### config.mk
export PLATFORM = sky130hd
export DESIGN_NAME = pipe_hazard_ctrl
export DESIGN_NICKNAME = d
export VERILOG_FILES = /design/src/rtl/pipe_hazard_ctrl.sv
export SDC_FILE = /design/constraint.sdc
export NUM_CORES = 1
export LEC_CHECK = 0
export CAP_MARGIN = 20
export CORE_MARGIN = 1
export CORE_UTILIZATION = 44
export CTS_BUF_LIST = sky130_fd_sc_hd__clkbuf_2
export CTS_CLUSTER_DIAMETER = 80
export CTS_CLUSTER_SIZE = 10
export DETAILED_ROUTE_END_ITERATION = 10
export PLACE_DENSITY = 0.86
export SLEW_MARGIN = 20
export SYNTH_ARGS = -nofsm -noshare
export SYNTH_HDL_FRONTEND = slang
export SYNTH_SLANG_ARGS = --single-unit
### constraint.sdc
create_clock -name clk -period 2.5 [get_ports clk]
set_input_delay 0.5 -clock clk [delete_from_list [all_inputs] [get_ports clk]]
set_output_delay 0.5 -clock clk [all_outputs]
set_load 0.02 [all_outputs]
### src/rtl/pipe_hazard_ctrl.sv
// Pipeline hazard controller: I/D cache miss sequencing, load-use/RAW stalls, branch flushes, operand forwarding.
// Define PIPE_FWD_EN to enable operand forwarding; without it RAW hazards on EX/MEM stall instead.
//
// state | meaning
// RUN   | normal flow, hazard and branch handling active
// IMISS | instruction refill: fetch held, bubbles into IF/ID, rest of pipe flows
// DMISS | data refill: whole pipe frozen, bubbles into MEM/WB
module pipe_hazard_ctrl #(
    parameter int REG_AW      = 5,
    parameter int MISS_CYCLES = 4,
    parameter int CNT_W       = 16
) (
    input  logic              clk,
    input  logic              rst_n,
    input  logic [REG_AW-1:0] id_rs,
    input  logic [REG_AW-1:0] id_rt,
    input  logic              id_uses_rt,
    input  logic [REG_AW-1:0] ex_rs,
    input  logic [REG_AW-1:0] ex_rt,
    input  logic [REG_AW-1:0] ex_rd,
    input  logic              ex_regwrite,
    input  logic              ex_memread,
    input  logic [REG_AW-1:0] mem_rd,
    input  logic              mem_regwrite,
    input  logic              mem_access,
    input  logic              branch_taken,
    input  logic [REG_AW-1:0] wb_rd,
    input  logic              wb_regwrite,
    input  logic              icache_hit,
    input  logic              dcache_hit,
    output logic              pc_en,
    output logic              ifid_en,
    output logic              pipe_freeze,
    output logic              ifid_flush,
    output logic              idex_flush,
    output logic              exmem_flush,
    output logic              memwb_flush,
    output logic [1:0]        fwd_a,
    output logic [1:0]        fwd_b,
    output logic              refill_done,
    output logic [CNT_W-1:0]  stall_cnt
);

    typedef enum logic [1:0] {RUN, IMISS, DMISS} state_t;

    localparam logic [7:0] MISS_LOAD = 8'(MISS_CYCLES - 1);

    state_t           state_q;
    logic [7:0]       cnt_q;
    logic [CNT_W-1:0] stall_cnt_q;

    logic ex_hit_id, mem_hit_id, load_use, stall_req;
    logic dmiss_req, imiss_req, refill_last;

    assign ex_hit_id  = (ex_rd != '0) && ((ex_rd == id_rs) || (id_uses_rt && (ex_rd == id_rt)));
    assign mem_hit_id = (mem_rd != '0) && ((mem_rd == id_rs) || (id_uses_rt && (mem_rd == id_rt)));
    assign load_use   = ex_memread && ex_hit_id;
    assign dmiss_req  = mem_access && !dcache_hit;
    assign imiss_req  = !icache_hit;
    assign refill_last = (state_q != RUN) && (cnt_q == 8'd0);

`ifdef PIPE_FWD_EN
    function automatic logic [1:0] fwd_sel(input logic [REG_AW-1:0] src,
                                           input logic [REG_AW-1:0] mrd, input logic mwe,
                                           input logic [REG_AW-1:0] wrd, input logic wwe);
        if (mwe && (mrd != '0) && (mrd == src))
            return 2'b10;
        else if (wwe && (wrd != '0) && (wrd == src))
            return 2'b01;
        else
            return 2'b00;
    endfunction

    assign stall_req = load_use;
    assign fwd_a = rst_n ? fwd_sel(ex_rs, mem_rd, mem_regwrite, wb_rd, wb_regwrite) : 2'b00;
    assign fwd_b = rst_n ? fwd_sel(ex_rt, mem_rd, mem_regwrite, wb_rd, wb_regwrite) : 2'b00;
`else
    // Without forwarding any in-flight producer must drain; WB is covered by write-first regfile.
    logic unused_fwd;
    assign unused_fwd = ^{ex_rs, ex_rt, wb_rd, wb_regwrite};
    assign stall_req  = load_use || (ex_regwrite && ex_hit_id) || (mem_regwrite && mem_hit_id);
    assign fwd_a = 2'b00;
    assign fwd_b = 2'b00;
`endif

    always_comb begin
        pc_en       = 1'b1;
        ifid_en     = 1'b1;
        pipe_freeze = 1'b0;
        ifid_flush  = 1'b0;
        idex_flush  = 1'b0;
        exmem_flush = 1'b0;
        memwb_flush = 1'b0;
        if (!rst_n) begin
            pc_en       = 1'b0;
            ifid_en     = 1'b0;
            ifid_flush  = 1'b1;
            idex_flush  = 1'b1;
            exmem_flush = 1'b1;
            memwb_flush = 1'b1;
        end else begin
            case (state_q)
                DMISS: begin
                    pc_en       = 1'b0;
                    ifid_en     = 1'b0;
                    pipe_freeze = 1'b1;
                    memwb_flush = 1'b1;
                end
                IMISS: begin
                    pc_en      = 1'b0;
                    ifid_flush = 1'b1;
                    if (branch_taken) begin
                        pc_en       = 1'b1;
                        idex_flush  = 1'b1;
                        exmem_flush = 1'b1;
                    end
                end
                default: begin
                    if (branch_taken) begin
                        ifid_flush  = 1'b1;
                        idex_flush  = 1'b1;
                        exmem_flush = 1'b1;
                    end else if (stall_req) begin
                        pc_en      = 1'b0;
                        ifid_en    = 1'b0;
                        idex_flush = 1'b1;
                    end
                end
            endcase
        end
    end

    // Refill counter runs MISS_CYCLES-1 down to 0; the zero cycle is the last stalled one.
    always_ff @(posedge clk) begin
        if (!rst_n) begin
            state_q     <= RUN;
            cnt_q       <= 8'd0;
            stall_cnt_q <= '0;
        end else begin
            case (state_q)
                RUN: begin
                    if (dmiss_req) begin
                        state_q <= DMISS;
                        cnt_q   <= MISS_LOAD;
                    end else if (imiss_req) begin
                        state_q <= IMISS;
                        cnt_q   <= MISS_LOAD;
                    end
                end
                IMISS, DMISS: begin
                    if (cnt_q == 8'd0)
                        state_q <= RUN;
                    else
                        cnt_q <= cnt_q - 8'd1;
                end
                default: state_q <= RUN;
            endcase
            if (!pc_en && (stall_cnt_q != '1))
                stall_cnt_q <= stall_cnt_q + 1'b1;
        end
    end

    assign refill_done = rst_n && refill_last;
    assign stall_cnt   = stall_cnt_q;

endmodule

# Yosys cells after proc, flatten, opt, wreduce, memory -nomap -nowiden
# Index checks and enable logic that the tools add are counted.
dict set report op_classes {
  n_addsub 2
  n_eq_ne 10
  n_mux 26
  n_reduce_logical 26
}
# cell n
set op_table {}
lappend op_table {{$mux 8} 3}
lappend op_table {{$eq 5x5->1} 4}
lappend op_table {{$add 16x1->16 const B} 1}
lappend op_table {{$ne 16x16->1 const B} 1}
lappend op_table {{$pmux 8 s2} 1}
lappend op_table {{$mux 1} 14}
lappend op_table {{$logic_and 1x1->1} 11}
lappend op_table {{$reduce_bool 5->1} 2}
lappend op_table {{$logic_not 8->1} 1}
lappend op_table {{$pmux 1 s2} 4}
lappend op_table {{$sub 8x1->8 const B} 1}
lappend op_table {{$mux 2} 3}
lappend op_table {{$logic_or 1x1->1} 4}
lappend op_table {{$ne 2x2->1 const B} 2}
lappend op_table {{$pmux 2 s2} 1}
lappend op_table {{$reduce_bool 2->1} 2}
lappend op_table {{$ne 3x3->1 const B} 1}
lappend op_table {{$reduce_and 3->1} 1}
lappend op_table {{$eq 2x1->1 const B} 1}
lappend op_table {{$eq 2x2->1 const B} 1}
lappend op_table {{$logic_not 1->1} 2}
lappend op_table {{$logic_not 2->1} 1}
lappend op_table {{$reduce_and 2->1} 1}
lappend op_table {{$reduce_or 2->1} 1}
dict set report totals {
  regBits 26
  inputBits 46
}

# Depth between registers and ports, before layout
# Gate-level depths: netlist of the first run.
dict set report logic_depth {
  depth_word 13
  mapped_depth 9
}

# Worst setup path before layout of the first run
# No wires, ideal clock.
dict set report synth_timing {
  kind {input-to-output}
  startpoint {in ex_rd[1]}
  endpoint {out pc_en}
  arrival_time_ns 1.786
  t_required_ns 2.000
  slack_ns 0.214
  cell_stages 6
  path_buffers 0
  path_cell_list {or4_1 o22ai_2 or3_1 o221ai_2 or2_1 inv_1}
}
dict set report synth_via {
  elab_chain_cells 11
}
# item line
set synth_lines {}
lappend synth_lines {{start, declared} 20} ;# input logic [REG_AW-1:0] ex_rd,
lappend synth_lines {{$eq 5x5->1} 55} ;# assign ex_hit_id = (ex_rd != '0) && ((ex_rd == id_rs) || (id_uses_rt && (ex_rd == id_rt)));
lappend synth_lines {{$logic_and 1x1->1} 55}
lappend synth_lines {{$logic_or 1x1->1} 55}
lappend synth_lines {{$logic_and 1x1->1 (*)} 55}
lappend synth_lines {{$logic_and 1x1->1, on equally long branches} {57, 81}}
lappend synth_lines {{$logic_or 1x1->1 (*) (2 in series)} 81} ;# assign stall_req = load_use || (ex_regwrite && ex_hit_id) || (mem_regwrite && mem_hit_id);
lappend synth_lines {{$mux 1 (*)} 123} ;# end else if (stall_req) begin
lappend synth_lines {{$mux 1 (*)} 119} ;# if (branch_taken) begin
lappend synth_lines {{$pmux 1 s2 (*)} 102} ;# case (state_q)
lappend synth_lines {{$mux 1 (*)} 94} ;# if (!rst_n) begin
lappend synth_lines {{end, declared} 31} ;# output logic pc_en,
# Every way passes the cells marked *; elsewhere a longest branch is shown, timed or not.

# Worst setup path in the final report of the first run
dict set report layout_timing {
  startpoint {in rst_n}
  endpoint {out memwb_flush}
}
dict set report layout_via {
  elab_chain_cells 1
}
# item line
set layout_lines {}
lappend layout_lines {{start, declared} 14} ;# input logic rst_n,
lappend layout_lines {{$mux 1} 94}
lappend layout_lines {{end, declared} 37} ;# output logic memwb_flush,
# No other way between the ends.

==> out/qor.txt, run 1 <==
status -> finished, final reports clean
CTS sink cnt -> 26
Avg Inst Size Synth -> 7.98 um^2
Setup WS post-layout -> 41.5 ps
Hold Crit Class -> reg2reg
sw frac -> 40.9%
worst-case clock buffer depth -> 2
Crit. End Element -> output port
fin util -> 73.3%
register bit total from synthesis -> 26
cell area after synthesis -> 1740 um^2
share of layout cells above drive strength 1 -> 27.1%
hold_ws -> 515 ps
Num CTS Buffers -> 3
Clock Latency Late Sink -> 380 ps
initial antenna violation count -> 0
critical path launch point type -> input pin
Ant. Diodes -> 0
nets@finish -> 356
first-pass GRT wire length -> 8.27 mm
I/O Pins -> 74
Synth Flop Type -> dfxtp_1
drt pass-1 iters -> 4
Port Buf Inserts -> 53
Vias/cell -> 5.48
placed wire-length estimate -> 3.73 mm
EDFF count, synth -> 0
num rows -> 22
Post-route DRC -> 0
Syn-to-layout area delta -> 56.7%
overall power -> 1.95 mW
gpl congestion -> 0.910
Ys Warns -> 0
placed inst area -> 2490 um^2
library cells used by synthesis -> 46
setup_tns -> 0 ps
initial core utilization -> 46.8%
Post-Route WL -> 5.52 mm
Setup Viol. Count Final -> 0
DRT antenna net count -> 0
dpl ws -> -877 ps
FMAX -> 407 MHz
Cell Pwr Density -> 715 nW/um^2
placed instance count -> 341
CTS tree -> built
total of max-cap violations -> 0
Syn Inst Count -> 218
Die Wd -> 64.9 um
Max VDD drop -> 736 uV
Combinational Power Share -> 56.7%
sequential area share after synthesis -> 29.9%
Total GRT Usage -> 25.3%
final cycle utilization of the critical path -> 98.3%
Crit Path Category -> in2out
busiest grt layer -> met2
Die ar. -> 4210 um^2
Pint -> 1.15 mW
clock skew -> 45.2 ps
H-tree Lvls -> 1
leakage -> 1.13 nW
crit path DAT -> 1960 ps
root buffer cell -> clkbuf_2
# fillers -> 276
met3 Track Usage GR -> 5.11%
non-filler instance count after layout -> 351
core area -> 3720 um^2
largest net degree at the start of global routing -> 25
Final Hold Viols -> 0
Clock Power Share -> 13.9%
die height -> 64.9 um
hold buffers post-CTS -> 0
Reg clk slew, reported paths -> 290 ps
Via Count -> 1923
CP Max Fanout -> 7
Final Max Slew Viols -> 0
Net Switching -> 0.797 mW
register area -> 523 um^2
vias in the first global route -> 1839
multi-input logic area -> 1260 um^2
Critical Path RT -> 2000 ps
drt initial violations -> 142
met2 track utilization from global routing -> 44.9%
asr flop ratio synth -> 0%
DR WL/cell -> 15.7 um
post-layout min period -> 2460 ps
Finished Cell Area -> 2730 um^2
total gr overflow -> 0
sequential power share -> 29.4%
RSZ-0062 raised after global routing -> true
GR Layer Usage met1 -> 30.6%
-- cell usage after synthesis (2+ instances only) --
master	instances	area share [%]
a21oi_1	11	3.2
nand2b_1	5	1.8
nand4_1	4	1.4
dfxtp_1	26	30
a211oi_1	2	0.86
inv_1	12	2.6
and3_1	4	1.4
o31ai_1	4	1.7
nor3_1	4	1.2
buf_6	3	1.9
nor4_1	3	1.1
buf_4	4	1.7
or4_1	7	3.0
and2_1	2	0.72
o211ai_1	2	0.86
or3_1	8	2.9
nor2_1	19	4.1
nand2_1	15	3.2
a32oi_1	2	1.0
xnor2_1	3	1.5
o21ai_1	5	1.4
ha_1	6	4.3
o21a_1	2	0.86
xor2_1	24	12
clkbuf_1	2	0.43
a31oi_1	3	1.1
nand3_1	11	3.2
o21ai_0	7	2.0
-- layer usage --
| layer | part of all wire, % | vias to the layer above |
|---|---|---|
| met5 | 0 | - |
| met1 | 43 | 904 |
| met3 | 4.8 | 10 |
| met4 | 2.1 | 0 |
| li1 | - | 935 |
| met2 | 50 | 74 |
-- path summary, 6_finish.rpt --
path	from	endpoint	slack [ps]	cells after the start
worst max-delay path	rst_n	memwb_flush	40	4
worst min-delay path	cnt_q[0]	cnt_q[0]	510	1
worst min register to register	cnt_q[0]	cnt_q[0]	510	1
worst max register to register	state_q[0]	stall_cnt[4]	240	10
-- cells in the final DEF, fill, tap and decap left out, types with 3 or more instances in the layout --
cell	netlist	final
o21ai_0	7	5
and3_1	4	4
or4_1	7	5
xnor2_1	3	3
nand2b_1	5	5
inv_1	12	10
buf_2	1	3
a31oi_1	3	3
or3_1	8	6
conb_1	1	4
dlymetal6s2s_1	0	3
clkdlybuf4s50_1	0	25
xor2_4	0	3
buf_6	3	10
o21ai_1	5	6
nand4_1	4	4
a21oi_1	11	11
ha_1	6	5
nand2_1	15	15
xor2_1	24	19
nor3_1	4	3
clkbuf_2	0	8
dfxtp_1	26	24
dlygate4sd2_1	0	8
nor2_1	19	18
buf_4	4	31
nand3_1	11	11
o31ai_1	4	4
-- kinds of logic (layout without fill, tap and decap cells) --
family	count (synthesis)	count (layout)	synth area share, %
buf+inv	23	105	7.19
fa+ha+maj	6	6	4.32
compound gates	46	46	17.4
flops	26	26	29.9
xor+xnor	27	27	13.6
simple gates	89	89	27.3
other cells	1	4	0.216
-- final cells by class --
class                           count  area share [%]
Multi-Input combinational cell    172            46.4
Timing Repair Buffer               88            28.8
Sequential cell                    26            19.2
Tap cell                           48            2.20
Inverter                           13            1.79
Clock inverter                      1            1.10
Clock buffer                        3           0.551
-- what timing repair did --
| action | 4_1_cts | 5_1_grt |
|---|---|---|
| hold endpoints to repair | 0 | 0 |
| endpoints found under the setup margin | 16 | 6 |
| buffers inserted | 4 | 2 |
| gates resized for setup | 74 | 41 |
| pin swaps | 21 | 14 |
-- state kept, by name, summed over array words and instances, names as in the netlist --
| register | flops |
|---|---|
| cnt_q | 8 |
| stall_cnt | 16 |
| state_q | 2 |
-- critical path: stages --
cell	delay, ps
clkdlybuf4s50_1	540
buf_4	230
nand2b_1	70
clkdlybuf4s50_1	620
-- power groups by stage --
stage | logic (mW) | clock network (mW) | registers (mW)
after floorplan | 0.630 | 0 | 0.579
after global placement | 0.983 | 0 | 0.571
after detailed placement | 1.01 | 0 | 0.575
after CTS | 1.01 | 0.273 | 0.569
after global routing | 1.21 | 0.285 | 0.583
final | 1.11 | 0.271 | 0.573
(Power assumes the default switching activity.)
==> run 2: changes to the inputs <==
Clock period 2.5 ns to 2.4 ns, I/O delays scaled along.
==> run 2 against run 1 <==
Net effect:
- the flow now finishes with violations (negative setup slack)
- design area decreased by 2.5%
- first-iteration DRC count is 11% lower
- flip-flop and latch count is the same
- routed wire length increased by 1.6%
- non-clock buffer count up 1
- combinational power grew 4%
- critical path depth grew 4
- utilization decreased by 1.8 points
- total power decreased by 1.5%
- largest cell class unchanged
- largest power group unchanged
==> out/qor.txt, run 2 (synthesis results as in run 1) <==
placed instance count -> 344
final cycle utilization of the critical path -> 105%
Combinational Power Share -> 60.1%
sw frac -> 42.8%
Cell Pwr Density -> 723 nW/um^2
fin util -> 71.5%
H-tree Lvls -> 1
Port Buf Inserts -> 53
DRT antenna net count -> 0
total gr overflow -> 0
root buffer cell -> clkbuf_2
Max VDD drop -> 612 uV
die height -> 64.9 um
number of flip-flops in the largest register -> 16
Pint -> 1.10 mW
non-filler instance count after layout -> 351
RSZ-0062 raised after global routing -> true
failing checks -> negative setup slack
Crit. End Element -> output port
leakage -> 1.11 nW
Final Max Slew Viols -> 0
placed wire-length estimate -> 3.69 mm
Total GRT Usage -> 25.9%
gpl congestion -> 0.909
first-pass GRT wire length -> 8.52 mm
Die Wd -> 64.9 um
Via Count -> 1987
FMAX -> 399 MHz
critical path launch point type -> input pin
clock skew -> 33.6 ps
Num CTS Buffers -> 3
Post-route DRC -> 0
Die ar. -> 4210 um^2
vias in the first global route -> 1917
Post-Route WL -> 5.61 mm
CTS sink cnt -> 26
Crit Path Category -> in2out
hold buffers post-CTS -> 0
sequential power share -> 31.3%
hold_ws -> 502 ps
initial antenna violation count -> 0
share of layout cells above drive strength 1 -> 26.4%
CTS tree -> built
drt pass-1 iters -> 6
core area -> 3720 um^2
most frequent cells in the layout -> buf_4, dfxtp_1, clkdlybuf4s50_1, xor2_1, nor2_1
CP Max Fanout -> 2
nets@finish -> 357
total of max-cap violations -> 0
largest net degree at the start of global routing -> 25
Net Switching -> 0.821 mW
Clock Latency Late Sink -> 370 ps
dpl ws -> -873 ps
drt initial violations -> 127
Hold Crit Class -> reg2reg
post-layout min period -> 2510 ps
Setup Viol. Count Final -> 5
Syn-to-layout area delta -> 52.8%
DR WL/cell -> 16.0 um
Clock Power Share -> 8.6%
status -> finished with violations
Setup WS post-layout -> -109 ps
I/O Pins -> 74
crit path DAT -> 2030 ps
Vias/cell -> 5.66
most common cell after layout, fill and taps aside -> buf_4
Critical Path RT -> 1920 ps
Ant. Diodes -> 0
Final Hold Viols -> 0
initial core utilization -> 46.8%
num rows -> 22
Reg clk slew, reported paths -> 210 ps
worst-case clock buffer depth -> 2
setup_tns -> -290 ps
[run 2: cell count changes in the layout (fill, tap and decap cells not counted), moves of 2 or more]
cell and change:
buf_2 +2, or3_4 -2, clkbuf_2 -2, a21oi_1 -2
dlygate4sd2_1 +4, or3_1 +2, a21oi_2 +2, nor4_2 +2
clkdlybuf4s50_1 -2, xor2_4 -2
[run 2: final cells by class]
class | instances | area (um^2)
repair buffers | 89 | 791
inverters | 13 | 48.8
multi-input cells | 172 | 1220
fillers | 278 | 1060
well taps | 48 | 60.1
flip-flops and latches | 26 | 523
clock buffers | 3 | 15.0
[run 2: final timing paths]
kind,to,slack (ps),cells past startpoint,from
max reg2reg,stall_cnt[4],150,10,state_q[1]
max,pc_en,-110,8,id_rt[4]
min reg2reg,cnt_q[0],500,1,cnt_q[0]
min,cnt_q[0],500,1,cnt_q[0]
[run 2: power groups by stage]
| stage | combinational, mW | clock, mW | sequential [mW] |
|---|---|---|---|
| floorplan | 0.657 | 0 | 0.603 |
| detailed placement | 1.08 | 0 | 0.599 |
| CTS | 1.11 | 0.163 | 0.597 |
| global route | 1.27 | 0.178 | 0.615 |
| finish | 1.15 | 0.165 | 0.601 |
| global placement | 1.05 | 0 | 0.595 |
[run 2: critical path, cell delays in order]
cell           delay [ps]
dlygate4sd2_1         250
xor2_1                350
nor4_4                110
a32oi_2               270
o221ai_2              140
or2_1                 240
inv_1                  70
buf_6                 110
[run 2: per-stage QoR]
step / area (um^2) / power, mW
after floorplan: 1750 / 1.26
after global placement: 2520 / 1.64
after detailed placement: 2520 / 1.68
after CTS: 2590 / 1.87
after global routing: 2660 / 2.06
final: 2660 / 1.92
[run 2: timing repair]
item	in CTS	in global routing
hold endpoints to repair	0	0
buffers inserted	4	0
pin swaps	18	12
endpoints found under the setup margin	20	15
cloned	0	0
resized for setup	85	26
[run 2: routing by layer]
metal | global-route usage, % | wire [um]
met1 | 29.5 | 2220
met2 | 47.1 | 2780
met3 | 5.11 | 317
met4 | 9.17 | 289
met5 | 0 | 0
==> run 3: changes to the inputs <==
Settings changed: CELL_PAD_IN_SITES_DETAIL_PLACEMENT from default to 1, CELL_PAD_IN_SITES_GLOBAL_PLACEMENT from default to 2, CORE_UTILIZATION 44 to 24.
==> run 3 against run 2 <==
Net effect:
- die area rose by 80%
- design area rose by 2.8%
- critical path depth did not move
- highest routed layer unchanged
- the run still ends with negative setup slack left
- clock skew fell by 13 ps
- combinational power barely moved
- count of clock-buffer cells in the layout did not move
- final cell count rose by 13%
- first-iteration DRC count fell by 77%
- global-route usage fell by 9.9 points
- clock power rose by 77%
- maximum frequency rose by 0.43%
==> out/qor.txt, run 3 (synthesis results as in run 1) <==
Cell Pwr Density -> 757 nW/um^2
DRT antenna net count -> 0
Total GRT Usage -> 16.0%
Die Wd -> 87.1 um
critical path launch point type -> input pin
Net Switching -> 0.855 mW
leakage -> 1.11 nW
die height -> 87.1 um
Slowest-stage cell, CP -> nor4_4
sequential power share -> 28.9%
core area -> 6910 um^2
gpl congestion -> 0.893
nets@finish -> 355
CTS sink cnt -> 26
final cycle utilization of the critical path -> 104%
FMAX -> 400 MHz
Clock Latency Late Sink -> 380 ps
Worst Setup EP -> pc_en
Die ar. -> 7590 um^2
crit path cell chain -> clkdlybuf4s15_1, xor2_2, nor4_4, a32oi_2, o221ai_4, or2_1, inv_2, buf_6
hold_ws -> 494 ps
initial core utilization -> 25.2%
I/O Pins -> 74
Num CTS Buffers -> 3
sw frac -> 41.3%
post-layout min period -> 2500 ps
number of flip-flops in the largest register -> 16
CP Max Fanout -> 2
share of layout cells above drive strength 1 -> 27.8%
CTS tree -> built
RSZ-0062 raised after global routing -> true
num rows -> 30
failing checks -> negative setup slack
Clock Power Share -> 14.1%
hold buffers post-CTS -> 0
Final Max Slew Viols -> 0
root buffer cell -> clkbuf_2
Crit. End Element -> output port
non-filler instance count after layout -> 398
Post-Route WL -> 5.91 mm
Pint -> 1.21 mW
total of max-cap violations -> 0
clock skew -> 20.4 ps
Crit Path Category -> in2out
placed wire-length estimate -> 4.45 mm
drt pass-1 iters -> 2
overall power -> 2.07 mW
reg-to-reg slack, setup -> 90 ps
most frequent cells in the layout -> buf_4, dfxtp_1, clkdlybuf4s50_1, xor2_1, nor2_1
Setup WS post-layout -> -97.8 ps
largest net degree at the start of global routing -> 26
largest stage delay on the critical path -> 320 ps
Setup crit start -> id_rt[1]
most common cell after layout, fill and taps aside -> buf_4
status -> finished with violations
Combinational Power Share -> 57.0%
Critical Path RT -> 1920 ps
Setup Viol. Count Final -> 4
Hold Crit Class -> reg2reg
first-pass GRT wire length -> 9.36 mm
r2r endpoint -> stall_cnt[11]
DR WL/cell -> 14.9 um
Reg clk slew, reported paths -> 260 ps
worst-case clock buffer depth -> 2
vias in the first global route -> 1944
crit path DAT -> 2020 ps
worst r2r src -> state_q[0]
Port Buf Inserts -> 53
drt initial violations -> 29
Ant. Diodes -> 0
Syn-to-layout area delta -> 57.1%
Final Hold Viols -> 0
Via Count -> 1864
R2R depth -> 10
total gr overflow -> 0
initial antenna violation count -> 0
Vias/cell -> 4.68
placed instance count -> 388
Post-route DRC -> 0
Max VDD drop -> 350 uV
H-tree Lvls -> 1
-- run 3: critical path: cells and delay by family --
family / cells / cell delay (ps)
simple gates: 2 / 490
compound gates: 2 / 450
buf+inv: 3 / 410
xor+xnor: 1 / 190
-- run 3: per-layer routing --
layer / share of wire [%] / global-route usage (%) / vias up
li1: - / - / 928
met1: 43 / 18.0 / 891
met2: 52 / 30.6 / 30
met3: 2.6 / 2.84 / 15
met4: 2.8 / 4.47 / 0
met5: 0 / 0 / -
-- run 3: how the worst min path moves through the flow --
stage,start,to,slack [ps],cells past startpoint
final,cnt_q[0],cnt_q[0],490,1
after CTS,cnt_q[0],cnt_q[0],490,1
after global routing,cnt_q[0],cnt_q[0],520,1
after floorplan,cnt_q[0],cnt_q[0],440,1
after global placement,cnt_q[0],cnt_q[0],450,1
after detailed placement,cnt_q[0],cnt_q[0],460,1
-- run 3: layout make-up --
type	instances	area, um^2
clock buffers	3	15.0
clock inverters	1	30.0
fillers	848	4180
inverters	13	48.8
multi-input cells	172	1240
flip-flops and latches	26	523
well taps	96	120
repair buffers	87	756
-- run 3: metrics by stage --
step / instance area, um^2 / setup WS [ps] / util (%) / TNS (ps)
floorplan: 1750 / 154 / - / 0
CTS: 2680 / -102 / 38.8 / -237
global placement: 2550 / -808 / 36.9 / -9760
finish: 2730 / -97.8 / 39.5 / -200
global route: 2730 / -179 / 39.5 / -634
detailed placement: 2550 / -861 / 36.9 / -11070
-- run 3: power by group through the flow --
| stage | combinational, mW | clock [mW] | sequential [mW] |
|---|---|---|---|
| final | 1.18 | 0.292 | 0.598 |
| after global routing | 1.31 | 0.316 | 0.612 |
| after CTS | 1.15 | 0.306 | 0.599 |
| after detailed placement | 1.08 | 0 | 0.597 |
| after global placement | 1.07 | 0 | 0.592 |
| after floorplan | 0.657 | 0 | 0.603 |
-- run 3: timing repair --
item / 4_1_cts / 5_1_grt
pin swaps: 18 / 12
resized for setup: 84 / 28
setup buffers: 5 / 1
endpoints found under the setup margin: 19 / 12
